File: src/rtl/mult_div_unit.sv
// Iterative MIPS HI/LO multiply/divide unit: one shift-add or restoring shift-subtract step per cycle.
// Optional MDU_EARLY_TERM_EN: multiplies stop after the significant bits of |rt| have been consumed.
//
// state  | meaning
// IDLE   | waiting for start; MTHI/MTLO writes accepted
// CALC   | one multiply/divide iteration per clock, cnt counts down
// FINISH | sign correction, HI/LO update, done pulse
module mult_div_unit #(
  parameter int WIDTH = 32
) (
  input  logic             clk,
  input  logic             rst,
  input  logic             start,
  input  logic [1:0]       op,
  input  logic [WIDTH-1:0] rs_val,
  input  logic [WIDTH-1:0] rt_val,
  input  logic             hi_we,
  input  logic             lo_we,
  input  logic [WIDTH-1:0] wdata,
  output logic [WIDTH-1:0] hi,
  output logic [WIDTH-1:0] lo,
  output logic             busy,
  output logic             done,
  output logic             div_by_zero
);

  localparam int CW = $clog2(WIDTH + 1);
  localparam int IW = $clog2(WIDTH);

  typedef enum logic [1:0] {
    IDLE   = 2'd0,
    CALC   = 2'd1,
    FINISH = 2'd2
  } state_t;

  state_t state, state_nxt;

  logic [CW-1:0]      cnt, cnt_init;
  logic [IW-1:0]      bit_idx;
  logic               is_div, neg_q, neg_r, b_zero, done_r, dbz_r;
  logic [WIDTH-1:0]   a_mag, b_mag, rs_lat, quo, rem, hi_r, lo_r;
  logic [2*WIDTH-1:0] prod, prod_nxt;

  logic               neg_a_in, neg_b_in;
  logic [WIDTH-1:0]   mag_a_in, mag_b_in;

  logic [WIDTH:0]     div_sh;
  logic               div_ge;
  logic [WIDTH-1:0]   div_sub;

  // Signed ops work on magnitudes; the signs are re-applied in FINISH.
  assign neg_a_in = op[0] & rs_val[WIDTH-1];
  assign neg_b_in = op[0] & rt_val[WIDTH-1];
  assign mag_a_in = neg_a_in ? -rs_val : rs_val;
  assign mag_b_in = neg_b_in ? -rt_val : rt_val;

`ifdef MDU_EARLY_TERM_EN
  function automatic logic [CW-1:0] sig_bits(input logic [WIDTH-1:0] v);
    logic [CW-1:0] n;
    n = CW'(1);
    for (int i = 1; i < WIDTH; i++) begin
      if (v[i]) n = CW'(i + 1);
    end
    return n;
  endfunction

  assign cnt_init = op[1] ? CW'(WIDTH) : sig_bits(mag_b_in);
`else
  assign cnt_init = CW'(WIDTH);
`endif

  // MSB-first multiply so an early stop needs no final realignment.
  assign bit_idx  = IW'(cnt - CW'(1));
  assign prod_nxt = (prod << 1) + (b_mag[bit_idx] ? {{WIDTH{1'b0}}, a_mag} : '0);

  assign div_sh  = {rem, quo[WIDTH-1]};
  assign div_ge  = div_sh >= {1'b0, b_mag};
  assign div_sub = div_sh[WIDTH-1:0] - b_mag;

  always_ff @(posedge clk) begin
    if (!rst) state <= IDLE;
    else      state <= state_nxt;
  end

  always_comb begin
    state_nxt = state;
    case (state)
      IDLE:    if (start) state_nxt = CALC;
      CALC:    if (cnt == CW'(1)) state_nxt = FINISH;
      FINISH:  state_nxt = IDLE;
      default: state_nxt = IDLE;
    endcase
  end

  always_ff @(posedge clk) begin
    if (!rst) begin
      hi_r   <= '0;
      lo_r   <= '0;
      done_r <= 1'b0;
      dbz_r  <= 1'b0;
      cnt    <= '0;
      is_div <= 1'b0;
      neg_q  <= 1'b0;
      neg_r  <= 1'b0;
      b_zero <= 1'b0;
      a_mag  <= '0;
      b_mag  <= '0;
      rs_lat <= '0;
      prod   <= '0;
      rem    <= '0;
      quo    <= '0;
    end else begin
      done_r <= 1'b0;
      dbz_r  <= 1'b0;
      case (state)
        IDLE: begin
          if (start) begin
            is_div <= op[1];
            neg_q  <= neg_a_in ^ neg_b_in;
            neg_r  <= neg_a_in;
            b_zero <= (rt_val == '0);
            a_mag  <= mag_a_in;
            b_mag  <= mag_b_in;
            rs_lat <= rs_val;
            cnt    <= cnt_init;
            prod   <= '0;
            rem    <= '0;
            quo    <= mag_a_in;
          end else begin
            if (hi_we) hi_r <= wdata;
            if (lo_we) lo_r <= wdata;
          end
        end
        CALC: begin
          cnt <= cnt - CW'(1);
          if (is_div) begin
            rem <= div_ge ? div_sub : div_sh[WIDTH-1:0];
            quo <= {quo[WIDTH-2:0], div_ge};
          end else begin
            prod <= prod_nxt;
          end
        end
        FINISH: begin
          done_r <= 1'b1;
          if (is_div) begin
            if (b_zero) begin
              hi_r  <= rs_lat;
              lo_r  <= '1;
              dbz_r <= 1'b1;
            end else begin
              lo_r <= neg_q ? -quo : quo;
              hi_r <= neg_r ? -rem : rem;
            end
          end else begin
            {hi_r, lo_r} <= neg_q ? -prod : prod;
          end
        end
        default: ;
      endcase
    end
  end

  assign hi          = hi_r;
  assign lo          = lo_r;
  assign busy        = (state != IDLE);
  assign done        = done_r;
  assign div_by_zero = dbz_r;

endmodule
File: config.mk
export PLATFORM = sky130hd
export DESIGN_NAME = mult_div_unit
export DESIGN_NICKNAME = d
export VERILOG_FILES = /design/src/rtl/mult_div_unit.sv
export SDC_FILE = /design/constraint.sdc
export NUM_CORES = 1
export LEC_CHECK = 0
export ABC_AREA = 0
export BUFFER_PORTS_ARGS = -buffer_cell sky130_fd_sc_hd__clkbuf_2
export CAP_MARGIN = 20
export CORE_ASPECT_RATIO = 0.9
export CORE_MARGIN = 2
export CORE_UTILIZATION = 40
export CTS_BUF_LIST = sky130_fd_sc_hd__clkbuf_16
export CTS_CLUSTER_SIZE = 25
export DETAILED_ROUTE_END_ITERATION = 10
export GPL_TIMING_DRIVEN = 0
export PLACE_DENSITY = 0.61
export SLEW_MARGIN = 25
export SYNTH_ARGS = -nofsm -noshare
export SYNTH_HDL_FRONTEND = slang
export SYNTH_SLANG_ARGS = --single-unit
File: constraint.sdc
create_clock -name clk -period 6.5 [get_ports clk]
set_input_delay 1.3 -clock clk [delete_from_list [all_inputs] [get_ports clk]]
set_output_delay 1.3 -clock clk [all_outputs]
set_load 0.01 [all_outputs]
-- Word-level counts from Yosys, hierarchy flattened
Cells that the tools add are included.
- flip-flop bits (word level): 302
- output and inout bits: 67
- logic and storage cells: 87
- $add $sub $neg: 8
- $lt $le $gt $ge: 2
- eq/ne operators: 10
- mux-type cells: 35
- bitwise gates (word level): 3
- reduce and logical (&&, ||, !) cells: 13
- operators with widths (operator ; number):
    32-bit two-way mux ; 18
    32-bit one-hot mux with 2 select lines ; 4
    64-bit two-way mux ; 3
    32-bit negator ; 4
    64-bit one-hot mux with 2 select lines ; 1
    64-bit by 32-bit adder with 64-bit output ; 1
    64-bit negator ; 1
    33-bit by 32-bit >= comparator with 1-bit output ; 1
    32-bit zero test ; 1
    32-bit subtractor ; 1
    3-bit AND reduction ; 5
    2-bit != test, second input constant ; 7
    6-bit one-hot mux with 2 select lines ; 1
    6-bit by 1-bit equality test with 1-bit output, second input constant ; 1
    5-bit by 6-bit less-than comparator with 1-bit output, second input constant ; 1
    6-bit two-way mux ; 1
    2-bit AND reduction ; 3
    2-bit nonzero test ; 3
    6-bit by 1-bit subtractor with 6-bit output, second input constant ; 1
    1-bit binary-select mux with 5-bit select ; 1
    2-bit two-way mux ; 2
    2-bit one-hot mux with 2 select lines ; 1
    1-bit two-way mux ; 3
    1-bit bitwise AND ; 2
    other kinds (4) ; 4

-- Logic depth before layout (Yosys ltp)
Gate-level depths: netlist of run 1.
- depth after elaboration: 7
- gate-level depth with buffers: 21
- depth with buffers taken out: 17

-- Least setup slack after synthesis of run 1
OpenSTA, ideal clock, no wires.
- path kind: flip-flop to flip-flop
- start: register cnt[0]
- end: register prod[49]
- arrival time: 5659 ps
- path slack: 767 ps
- cell stages (with the launch flop): 21
- path buffers: 4
- cells stage by stage: dfxtp_1 > buf_1 > inv_1 > ha_1 > buf_1 > mux4_2 > mux4_2 > mux2i_1 > clkbuf_1 > nor2b_1 > ha_1 > and3_1 > nand2_1 > nand3b_1 > a2111oi_0 > o21ai_0 > o21ai_1 > clkbuf_1 > nand4_1 > xor2_1 > o21ai_0
- cells in the longest elaborated chain, start to end: 7
- RTL lines (what ; RTL line ; text):
    start, declared ; 38 ; logic [CW-1:0] cnt, cnt_init;
    start signal, assigned ; 125 ; cnt <= cnt_init;
    start signal, assigned ; 135 ; cnt <= cnt - CW'(1);
    6-bit by 1-bit subtractor with 6-bit output ; n/a ;
    1-bit binary-select mux with 5-bit select ; 74 ; assign prod_nxt = (prod << 1) + (b_mag[bit_idx] ? {{WIDTH{1'b0}}, a_mag} : '0);
    1-bit two-way mux (implied by the code) ; 74 ;
    32-bit two-way mux ; 74 ;
    64-bit by 32-bit adder with 64-bit output ; 74 ;
    64-bit two-way mux ; 136 ; if (is_div) begin
    64-bit one-hot mux with 2 select lines ; 115 ; case (state)
    end signal, assigned ; 140 ; prod <= prod_nxt;
    end, declared ; 42 ; logic [2*WIDTH-1:0] prod, prod_nxt;
No other way between the ends. The select of a mux whose other input is x is not followed.
A chain may end at the register's enable or synchronous reset.

-- Final worst setup path of run 1
- start: register cnt[0]
- end: register prod[53]
The elaborated chain is that of the path after synthesis.

==> qor.yml, run 1 <==
clock_tree:
  h-tree-depth: 2
  clockBufferDepth: 3
  cts_root_buffer: "clkbuf_16"
  clkSinkCount: 301
  cts.clk_slew.worst_paths_ps: 60
  hold_buffers: 0
  cts_tree: "done"
  cts-buffers-inserted: 36
  clock_latency_ps: 570
sta:
  holdWs_ps: 474.5
  hold_viol: 0
  maxSlewViolCount: 0
  worst_slack_ps: 346.1
  final.setup_skew_ps: 34.28
  setup_violations: 0
  max_clock_freq_mhz: 162.5
  fin_crit_ps: 6154
  worst_pin_slew_ps: 1180
  finalCritPeriodShare_pct: 94.68
  fin_setup_tns_ps: 0
  maxSlewHeadroom_pct: 21.02
layout:
  num-nets-final: 3031
  diodes: 0
  layout-drive-gt1-share_pct: 9.851
  synthToLayoutAreaGrowth_pct: 15.20
  layout.cells.non_filler: 3563
  fillers: 5184
  fin_util_pct: 46.34
critical_path:
  ff2ff_path_depth: 20
  path_max_fanout: 10
  cp_cell_sequence: "buf_2 -> inv_1 -> ha_2 -> mux4_2 -> mux4_2 -> mux2i_4 -> clkbuf_2 -> nor2b_1 -> ha_1 -> and3_1 -> nand2_1 -> nand3b_1 -> a2111oi_4 -> o21ai_1 -> o21ai_4 -> buf_12 -> clkbuf_2 -> nand3_1 -> xor2_1 -> o21ai_0"
  required_ps: 6970
  slowest_delay_ps: 520
  cp_top_family: "multiplexers"
  path_class: "register to register"
  critPathBufInv: 5
  cp-end-kind: "register"
  regToRegSetupSlack_ps: 350
  crit_arrival_ps: 6630
  cp_slowest_cell: "mux4_2"
  crit_path_start_kind: "register"
  r2r-start: "cnt[0]"
  r2r_end: "prod[53]"
yosys:
  ys_seq_area_share_pct: 29.86
  syn-cell-area_um2: 20180
  synth_edf_count: 0
  synth_top_area_share_pct: 29.86
  synth_area_leaders: "dfxtp_1, xnor2_1, nand2_1"
  yosysUniqueCellTypes: 71
  ys_ff_latch: 301
  synth-main-ff-cell: "dfxtp_1"
  yosys_warnings: 0
  syn_nets: 2818
  syn_avg_cell_area_um2: 7.635
  synthCells: 2643
  ys_async_sr_fraction_pct: 0
  yosys.area.top_type: "dfxtp_1"
die:
  die_y_um: 217.1
  core_area_um2: 50160
  die_w_um: 240.8
  rows: 78
  ioPinCount: 170
  dieArea_um2: 52260
  start_util_pct: 40.23
drt:
  vias: 21690
  routedWlPerCell_um: 24.80
  drtPass1Iterations: 6
  drt-total-wl_mm: 88.37
  final_antenna_net_count: 0
  via_per_inst: 6.087
  drt_iter0_markers: 2634
  drc: 0
power:
  p_leak_nw: 9.223
  power_density_nw_per_um2: 236.5
  irDropWorstVdd_mv: 0.1439
global_routing:
  groute.usage.overall_pct: 32.92
  grt_pass1_wl_mm: 127.7
  grt_max_degree: 15
  grt_pass1_vias: 19790
  antenna_found_initial: 3
  gr-total-overflow: 0
placement:
  place_ws_ps: -1895
  place_inst: 3494
  port_buffers: 169
  dp.final_hpwl_mm: 71.28
  place_congestion: 1.003
min_path:
  min_to: "rs_lat[12]"
  min_path_type: "register to register"
  holdPathStages: 2
  hp-start: "rs_lat[12]"
flow_run:
  maxCapViolCount: 0
run_status:
  status: "complete, no violations"
power by group:
group	switching (W)	internal, W	total [W]	leakage, nW
Clock	0.000883	0.00130	0.00218	0.612
Sequential	0.000138	0.00195	0.00209	2.46
Combinational	0.000805	0.000418	0.00122	6.15
Total	0.00183	0.00367	0.00550	9.22
Yosys cell counts, types with 7 or more instances:
cell       instances
a2111oi_0          7
a22oi_1           18
a21oi_1          193
a21o_1            29
a221oi_1          19
buf_1             11
inv_1             65
o221ai_1          30
nand3_1           63
and2_1            10
xnor2_1          147
a31oi_1           27
nand2b_1          23
nor2b_1           42
and3_1            27
a32oi_1           13
a211oi_1          86
clkbuf_1         188
o21ai_0          203
o31ai_1           52
or2_2             12
nand4_1           30
o21bai_1           7
o22ai_1           15
nor2_1           250
o41ai_1           17
mux2i_1           42
or3_1             35
dfxtp_1          301
nor4_1            21
nand2_1          288
mux4_2            10
ha_1              70
nor3_1            58
a311oi_1          13
xor2_1           104
or4_1             21
o211ai_1          15
worst reg2reg max path, delay by kind of cell (launching register included):
kind / cells / cell delay [ps]
and+or+nand+nor: 5 / 850
AOI/OAI and AO/OA: 4 / 1140
buffers and inverters: 5 / 1180
muxes: 3 / 1390
DFF: 1 / 460
xor gates and xnor gates: 1 / 190
adders and majority gates: 2 / 840
placed cells by master, fill, tap and decap left out, types with 35 or more instances in the layout:
cell,instances
dfxtp_1,301
nand2_1,288
nor2_1,249
o21ai_0,202
a21oi_1,193
clkbuf_1,183
clkbuf_2,174
xnor2_1,147
xor2_1,104
a211oi_1,86
inv_1,69
ha_1,69
nand3_1,63
nor3_1,57
o31ai_1,52
nor2b_1,42
mux2i_1,41
clkbuf_16,36
or3_1,35
repair_timing:
action / CTS / global route
setup endpoints to repair: 42 / 27
setup buffers: 2 / 3
pin swaps: 1 / 1
gates resized for setup: 9 / 6
worst max-delay path by stage:
stage	startpoint	end	cells after the start
detailed placement	cnt[0]	prod[59]	20
global route	cnt[0]	prod[49]	20
CTS	cnt[0]	prod[59]	20
finish	cnt[0]	prod[53]	20
global placement	cnt[0]	prod[51]	20
floorplan	cnt[0]	prod[49]	20
layout make-up:
type | count | area (um^2) | area share [%]
Tap cell | 680 | 850.8 | 3.660
Multi-Input combinational cell | 2074 | 13200 | 56.77
Inverter | 67 | 251.5 | 1.082
Clock buffer | 36 | 900.9 | 3.875
Timing Repair Buffer | 176 | 910.9 | 3.918
Buffer | 200 | 760.7 | 3.273
Clock inverter | 29 | 347.8 | 1.496
Sequential cell | 301 | 6026 | 25.92
metrics by stage:
step	instance area (um^2)	total power, W
2_1_floorplan	20180	0.002843
3_3_place_gp	21880	0.003285
3_5_place_dp	21900	0.003302
4_1_cts	23210	0.005468
5_1_grt	23250	0.005685
6_report	23250	0.005497
sequential cells by signal, indices dropped and copies added (netlist names), 2 cells and up:
signal,count
a_mag,32
b_mag,32
cnt,6
hi,32
lo,32
prod,64
quo,32
rem,32
rs_lat,31
state,2
layer usage:
| layer | vias to the layer above | wire (um) | track usage [%] |
|---|---|---|---|
| li1 | 9968 | - | - |
| met1 | 10370 | 40230 | 47.99 |
| met2 | 1184 | 35730 | 47.57 |
| met3 | 167 | 9375 | 7.395 |
| met4 | 4 | 3002 | 10.82 |
| met5 | - | 27 | 0 |
logic make-up (layout without fill, tap and decap cells):
group / after synthesis / count (layout) / share of synthesized area (%)
simple gates: 906 / 906 / 21.09
flops: 301 / 301 / 29.86
buf+inv: 268 / 508 / 4.997
fa+ha+maj: 72 / 72 / 4.539
xor+xnor: 251 / 251 / 10.89
compound gates: 788 / 788 / 25.14
mux: 57 / 57 / 3.478
Power figures use the tool's default switching activity.
==> inputs of run 2 (changes only) <==
--- a/config.mk
+++ b/config.mk
@@ -10,12 +10,13 @@
 export CAP_MARGIN = 20
 export CORE_ASPECT_RATIO = 0.9
 export CORE_MARGIN = 2
-export CORE_UTILIZATION = 40
+export CORE_UTILIZATION = 61
 export CTS_BUF_LIST = sky130_fd_sc_hd__clkbuf_16
 export CTS_CLUSTER_SIZE = 25
 export DETAILED_ROUTE_END_ITERATION = 10
 export GPL_TIMING_DRIVEN = 0
-export PLACE_DENSITY = 0.61
+export PLACE_DENSITY = 0.85
+export REMOVE_ABC_BUFFERS = 1
 export SLEW_MARGIN = 25
 export SYNTH_ARGS = -nofsm -noshare
 export SYNTH_HDL_FRONTEND = slang
==> run 2 against run 1 <==
Effect of this change: power shrank 4.6%; global-route usage rose by 5.0 points; first-iteration DRC count increased by 19%; final area decreased by 2.8%; clock-buffer cell count rose by 1; hold slack got worse by 18 ps; largest power group is now registers; combinational power barely moved; routed wire length decreased by 23%.
==> qor.yml, run 2 (synthesis gave the netlist of run 1 again) <==
run_status:
  status: "complete, no violations"
clock_tree:
  cts.clk_slew.worst_paths_ps: 60  # about the same
  clockBufferDepth: 3  # unchanged
  clkSinkCount: 301  # unchanged
  clock_latency_ps: 530  # -40 ps
  cts_root_buffer: "clkbuf_16"
  cts_tree: "done"
  hold_buffers: 0  # unchanged
  cts-buffers-inserted: 34  # -5.6%
  h-tree-depth: 2  # unchanged
global_routing:
  grt_pass1_wl_mm: 104.5  # -18%
  met2_usage_pct: 58.10  # +11 points
  grt_max_degree: 116  # +101
  grt_pass1_vias: 19010  # -3.9%
  gr-total-overflow: 0  # unchanged
  top_usage_layer: "met2"
  groute.usage.overall_pct: 37.95  # +5.0 points
  antenna_found_initial: 2  # -1
  use_met3_pct: 6.896  # -0.50 points
  grtUsageMet1_pct: 52.75  # +4.8 points
die:
  dieArea_um2: 34550  # -34%
  start_util_pct: 61.54  # +21 points
  core_area_um2: 32790  # -35%
  ioPinCount: 170  # unchanged
  rows: 63  # -19%
  die_w_um: 195.7  # -19%
  die_y_um: 176.6  # -19%
drt:
  drc: 0  # unchanged
  routedWlPerCell_um: 21.67  # -13%
  vias: 21040  # -3.0%
  via_per_inst: 6.738  # +11%
  drt_iter0_markers: 3146  # +19%
  final_antenna_net_count: 0  # unchanged
  drtPass1Iterations: 8  # +2
  drt-total-wl_mm: 67.68  # -23%
critical_path:
  critPathLaunch: "cnt[0]"
  cp-end-kind: "register"
  crit_path_start_kind: "register"
  required_ps: 6950  # -20 ps
  crit_arrival_ps: 6600  # -30 ps
  path_class: "register to register"
  r2r-start: "cnt[0]"
  path_max_fanout: 13  # +3
sta:
  finalCritPeriodShare_pct: 94.62  # about the same
  grt_setup_unrepaired: "false"
  fin_crit_ps: 6150  # -3.615 ps
  fin_setup_tns_ps: 0  # unchanged
  hold_viol: 0  # unchanged
  final.setup_skew_ps: 16.83  # -17.45 ps
  maxSlewViolCount: 0  # unchanged
  setup_violations: 0  # unchanged
  holdWs_ps: 456.4  # -18.09 ps
  max_clock_freq_mhz: 162.6  # about the same
  worst_pin_slew_ps: 1128  # -52.36 ps
  maxSlewHeadroom_pct: 24.80  # +3.8 points
power:
  finalPower_w: 0.005246  # -4.6%
  switching_share_pct: 32.40  # -0.83 points
  clockPowerShare_pct: 37.4  # -2.3 points
  intPower_w: 0.003546  # -3.4%
  p_comb_share_pct: 23.3  # +1.1 points
  irDropWorstVdd_mv: 0.1675  # +16%
  p_sw_w: 0.001700  # -6.9%
  p_leak_nw: 9.157  # -0.72%
  seq_power_share_pct: 39.3  # +1.3 points
  power_density_nw_per_um2: 232.2  # -1.8%
layout:
  final_common_cell: "dfxtp_1"
  num-nets-final: 2851  # -5.9%
  layout-drive-gt1-share_pct: 11.48  # +1.6 points
  largest_reg_flops: 64  # unchanged
  final_area_um2: 22600  # -2.8%
  top_register: "prod"
  final_cell_mix: "dfxtp_1, nand2_1, nor2_1, o21ai_0, a21oi_1"
  synthToLayoutAreaGrowth_pct: 11.98
placement:
  placed_area_um2: 21450  # -2.1%
  place_congestion: 0.9621  # -4.1%
  port_buffers: 169  # unchanged
  dp.final_hpwl_mm: 49.23  # -31%
flow_run:
  maxCapViolCount: 0  # unchanged
min_path:
  hp-start: "rs_lat[21]"
  min_path_type: "register to register"
## run 2: final timing paths
kind                              endpoint  slack, ps  depth (start not counted)
worst max-delay path              prod[36]        350                         19
worst min-delay path            rs_lat[21]        460                          2
worst max register to register    prod[36]        350                         19
worst min register to register  rs_lat[21]        460                          2
## run 2: layout make-up
type                       instances  area, um^2
inverter                          67       259.0
tap                              422       528.0
multi-input combinational       2074       13280
timing repair buffer             198        1388
clock inverter                    23       173.9
clock buffer                      37       925.9
fill                            2615       10190
sequential                       301        6037
antenna                            1       2.502
## run 2: repair_timing
| item | CTS | global route |
|---|---|---|
| gates resized for setup | 3 | 3 |
| pin swaps | 1 | 0 |
| setup endpoints to repair | 23 | 23 |
| buffers inserted | 0 | 1 |
| cloned | 0 | 0 |
## run 2: metrics by stage
| stage | util (%) | std cells | setup slack (ps) |
|---|---|---|---|
| finish | 68.91 | 3123 | 349.7 |
| global route | 68.90 | 3122 | 230.8 |
| CTS | 68.79 | 3121 | 18.80 |
| detailed placement | 65.41 | 3061 | -527.2 |
| global placement | 63.42 | 3033 | -11250 |
| floorplan | - | 2442 | -3884 |
## run 2: per-layer routing
layer,part of all wire [%],routed length (um)
met5,0.028,19
met4,4.7,3160
met3,11,7606
met2,43,28910
met1,41,27990
## run 2: power by group through the flow
stage               Combinational (W)  Clock, W  Sequential [W]
global route                  0.00131   0.00203         0.00207
detailed placement            0.00117         0         0.00210
global placement              0.00108         0         0.00210
floorplan                    0.000739         0         0.00208
finish                        0.00122   0.00196         0.00206
CTS                           0.00118   0.00196         0.00206
## run 2: critical path, stage by stage (launching register included)
cell and delay [ps]:
dfxtp_2 590, inv_1 120, ha_2 540, mux4_2 600
mux4_2 540, mux2i_4 190, buf_12 170, nor2b_1 60
ha_1 360, o21ai_0 130, o21bai_1 240, nand4_1 190
a211oi_1 560, nor2_1 200, o211ai_1 540, buf_2 310
buf_2 250, nand3_1 130, xor2_1 190, o21ai_0 160
